### src/rtl/fv_fifo_rr_sched.sv
// fv_fifo_rr_sched: round-robin pop scheduler draining several FIFOs onto one valid/ready channel,
// with bounded bursts and a stall HOLD state that keeps the offered transfer stable until accepted.
module fv_fifo_rr_sched #(
    parameter int NumFifos  = 4,
    parameter int DataWidth = 4,
    parameter int MaxBurst  = 1,
    localparam int IdW  = (NumFifos > 1) ? $clog2(NumFifos) : 1,
    localparam int CntW = (MaxBurst > 1) ? $clog2(MaxBurst) : 1
) (
    input  logic                          clk,
    input  logic                          rst,
    input  logic [NumFifos-1:0]           fifo_empty,
    input  logic [NumFifos*DataWidth-1:0] fifo_pop_data,
    output logic [NumFifos-1:0]           fifo_pop,
    output logic                          out_valid,
    input  logic                          out_ready,
    output logic [DataWidth-1:0]          out_data,
    output logic [IdW-1:0]                out_id
);
    typedef enum logic {ARB, HOLD} state_t;
    state_t fsm, fsm_nxt;
    logic [IdW-1:0] rr_ptr, held_id, grant, scan_id, idx, nxt_ptr;
    logic [CntW-1:0] burst_cnt, eff_cnt;
    logic [DataWidth-1:0] heads [NumFifos];
    logic xfer, last;
    for (genvar g = 0; g < NumFifos; g++) begin : g_heads
        assign heads[g] = fifo_pop_data[g*DataWidth +: DataWidth];
    end
    // Scan from the highest offset down so the entry closest to rr_ptr wins.
    always_comb begin
        scan_id = '0;
        idx = '0;
        for (int k = NumFifos - 1; k >= 0; k--) begin
            idx = IdW'((int'(rr_ptr) + k) % NumFifos);
            if (!fifo_empty[idx]) scan_id = idx;
        end
    end
    always_comb begin
        grant     = (fsm == HOLD) ? held_id : scan_id;
        out_valid = !rst && ((fsm == HOLD) || !(&fifo_empty));
        out_id    = grant;
        out_data  = heads[grant];
        xfer      = out_valid && out_ready;
        fifo_pop  = xfer ? (NumFifos'(1) << grant) : '0;
        fsm_nxt   = (out_valid && !out_ready) ? HOLD : ARB;
        // A grant away from rr_ptr means the burst owner ran dry, so a fresh burst starts.
        eff_cnt   = (grant == rr_ptr) ? burst_cnt : '0;
        last      = eff_cnt == CntW'(MaxBurst - 1);
        nxt_ptr   = (grant == IdW'(NumFifos - 1)) ? '0 : grant + 1'b1;
    end
    always_ff @(posedge clk or posedge rst) begin
        if (rst) begin
            fsm       <= ARB;
            rr_ptr    <= '0;
            held_id   <= '0;
            burst_cnt <= '0;
        end else begin
            fsm <= fsm_nxt;
            if (fsm == ARB && fsm_nxt == HOLD) held_id <= grant;
            if (xfer) begin
                rr_ptr    <= last ? nxt_ptr : grant;
                burst_cnt <= last ? '0 : eff_cnt + 1'b1;
            end
        end
    end
`ifndef SYNTHESIS
    localparam int Bound = (NumFifos - 1) * MaxBurst;
    logic [DataWidth-1:0] hold_data;
    int wait_cnt [NumFifos];
    always_ff @(posedge clk) begin
        if (fsm == ARB && fsm_nxt == HOLD) hold_data <= out_data;
    end
    always_ff @(posedge clk or posedge rst) begin
        if (rst) begin
            for (int k = 0; k < NumFifos; k++) wait_cnt[k] <= 0;
        end else begin
            assert ($onehot0(fifo_pop)) else $error("fifo_pop not onehot0");
            assert ((fifo_pop & fifo_empty) == '0) else $error("pop of empty fifo");
            if (fsm == HOLD) begin
                assert (!fifo_empty[held_id]) else $error("held fifo went empty");
                assert (out_valid && out_id == held_id && out_data == hold_data) else $error("held channel changed");
            end
            for (int k = 0; k < NumFifos; k++) begin
                if (fifo_empty[k] || fifo_pop[k]) wait_cnt[k] <= 0;
                else if (xfer) begin
                    assert (wait_cnt[k] < Bound) else $error("fairness bound exceeded on fifo %0d", k);
                    wait_cnt[k] <= wait_cnt[k] + 1;
                end
            end
        end
    end
`endif
endmodule

### config.mk
export PLATFORM = sky130hd
export DESIGN_NAME = fv_fifo_rr_sched
export DESIGN_NICKNAME = d
export VERILOG_FILES = /design/src/rtl/fv_fifo_rr_sched.sv
export SDC_FILE = /design/constraint.sdc
export NUM_CORES = 1
export LEC_CHECK = 0
export ABC_AREA = 1
export CAP_MARGIN = 5
export CORE_UTILIZATION = 44
export DETAILED_ROUTE_END_ITERATION = 10
export PLACE_DENSITY = 0.84
export SKIP_CTS_REPAIR_TIMING = 1
export SLEW_MARGIN = 15
export SYNTH_ARGS = -nofsm -noshare
export SYNTH_HDL_FRONTEND = slang
export SYNTH_SLANG_ARGS = --single-unit
### constraint.sdc
create_clock -name clk -period 3.45 [get_ports clk]
set_input_delay 0.345 -clock clk [delete_from_list [all_inputs] [get_ports clk]]
set_output_delay 0.345 -clock clk [all_outputs]
set_load 0.01 [all_outputs]
==> run_results.csv <==
group,metric,value,unit
run_status,status,"finished, final reports clean",
finish,antenna_cells,0,
timing,final-setup-viol-count,0,
power_and_ir_drop,irDropWorstVdd,0.424,mV
setup_path,critPathLaunchType,"flop",
clock_tree,path_clk_slew,50,ps
finish,layout_common_cells,"nand2_1 (35), clkdlybuf4s50_1 (33), inv_1 (27)",
min_path,hp-class,"in -> async",
timing,finalHoldViolCount,0,
floorplan,num_io_pins,34,
clock_tree,cts_buffer_depth,2,
synth,syn_area,753,um2
timing,max_clock_freq,347,MHz
route,first_pass_iters,4,
timing,setup_ws,572,ps
timing,slew_violations,0,
global_routing,grt_pass1_vias,781,
synth,synth_cells,127,
clock_tree,ctsHtreeMaxLevel,1,
setup_path,worstPathArrival,2530,ps
timing,slew-limit-headroom,75.4,%
floorplan,fp.coreArea,1560,um2
synth,synthTopCellsByArea,"nand2_1 (17%), dfrtp_1 (17%), inv_1 (13%)",
place,placed_cell_area,1070,um2
synth,synth_nets,151,
setup_path,cp_max_fo,14,
setup_path,reg2reg_slack,1370,ps
clock_tree,cts.sinks,5,
power_and_ir_drop,p_leak,0.600,nW
global_routing,grt-ovfl-total,0,
synth,seq_area_frac_synth,16.6,%
global_routing,grt_max_degree,15,
route,drc,0,
clock_tree,ctsRootBufferMaster,"clkbuf_4",
finish,layout_commonest_cell,"nand2_1",
setup_path,worstSetupPathType,"reg -> out",
timing,fin_crit,2880,ps
place,portBuffers,33,
finish,n_fill_cell,127,
timing,grt_setup_unrepaired,"false",
synth,synth_cell_type_count,25,
timing,finalCritPeriodShare,83.4,%
global_routing,antenna_found_initial,0,
power_and_ir_drop,power.density,785,nW/um2
job,drv_cap,0,
synth,yosysTopAreaCellShare,17.4,%
timing,skew,6.97,ps
clock_tree,cts_tree,"yes",
finish,area_growth,45.2,%
synth,syn_avg_cell_area,5.93,um2
setup_path,r2r-start,"rr_ptr[0]",
finish,drive_above_1_share,18.0,%
floorplan,die_w,43.4,um
place,dp_worst_setup_slack,567,ps
setup_path,critPathCaptureType,"output pin",
finish,nets,186,
route,detail-route-antenna-nets,0,
finish,seq_area,125,um2
route,vias,890,
route,viasPerCell,5.03,
finish,finalInstanceArea,1090,um2
timing,fin_tns_setup,0,ps
finish,multi_input_area,474,um2
place,finalWeightedCongestion,0.920,
timing,worst_pin_slew,369,ps
place,place_hpwl,1630,um
setup_path,reg2reg_to,"rr_ptr[1]",
floorplan,core.rowCount,14,
synth,ys_warn_count,0,
global_routing,grt_first_pass_wirelength,3220,um
synth,ys_seq_elements,5,
floorplan,initial_core_util,48.3,%
setup_path,r2r_cells,14,
synth,yosys.area.top_type,"nand2_1",
route,finalWirelength,2020,um
global_routing,grt.total_usage,22.7,%
power_and_ir_drop,totalPowerFinal,0.858,mW
floorplan,dieHeight,43.4,um
route,wl_per_cell,11.4,um
setup_path,critical_path_required,3110,ps
clock_tree,cts_buffers,3,
floorplan,die_area,1880,um2
route,drtIter0Drc,33,
clock_tree,clock_latency,260,ps
## metrics by stage
stage               util, %  hold slack [ps]  cells
finish                 70.1              353    177
global route           70.1              391    177
CTS                    70.1              356    177
detailed placement     68.5              461    173
global placement       68.5              454    173
floorplan                 -              124    127
## cells in the mapped netlist
library cell and instances:
buf_12 1, o21ai_0 1, o21ai_1 2, nor3_2 1, nor3_1 1, buf_6 1, ha_1 1, o21a_1 1
o21ai_2 1, a21oi_1 2, nand3_1 18, or2_2 2, buf_2 1, nand2_1 35, nand2_4 1, dfrtp_1 5
nor2_2 1, nor2_1 4, nand4_1 1, inv_2 2, nand3_2 4, nand2_2 12, nand3_4 1, inv_1 27
inv_6 1
## worst max-delay path, stage by stage (launching register included)
cell and delay (ps):
dfrtp_1 560, nand2_1 130, nand2_2 110, nand2_1 60, nand2_1 80, nand2_2 70, nand2_2 60, nand2_2 60
nand3_4 130, nand2_4 150, inv_1 90, ha_1 130, inv_1 40, nor2_1 90, clkdlybuf4s50_1 530
## area by class of cell
| type | count | share of cell area [%] |
|---|---|---|
| clock buffer | 4 | 2.40 |
| inverter | 30 | 10.8 |
| timing repair buffer | 33 | 30.2 |
| multi-input combinational | 89 | 43.4 |
| sequential | 5 | 11.4 |
| tap | 16 | 1.83 |
## how the worst max path moves through the flow
stage	startpoint	end	cells after the start
2_1_floorplan	rr_ptr[0]	fifo_pop[3]	14
3_3_place_gp	fifo_empty[3]	fifo_pop[3]	13
3_5_place_dp	fifo_empty[2]	fifo_pop[3]	15
4_1_cts	fifo_empty[2]	fifo_pop[3]	15
5_1_grt	rr_ptr[0]	fifo_pop[3]	15
6_report	rr_ptr[0]	fifo_pop[3]	14
## report_power, final
part	switching, mW	internal (mW)	total (mW)
registers	0.0297	0.0811	0.111
logic	0.383	0.291	0.674
clock network	0.0296	0.0441	0.0737
## per-layer routing
metal,GRT usage (%),routed length [um]
met4,7.50,17
met1,29.8,879
met3,2.50,68
met5,0,0
met2,38.8,1050
## cells by family (layout without fill, tap and decap cells)
group | Yosys count | after routing | share of synthesized area (%)
flip-flops | 5 | 5 | 16.6
AND/OR/NAND/NOR | 81 | 81 | 55.8
AO/OA/AOI/OAI | 7 | 7 | 5.48
buffers and inverters | 33 | 67 | 20.4
adder cells (fa/ha/maj) | 1 | 1 | 1.66
## sequential cells by signal, indices dropped and copies added, names as in the netlist
| register | cells |
|---|---|
| rr_ptr | 2 |
| held_id | 2 |
| fsm | 1 |
No activity file was read; power rests on OpenSTA's default activity.
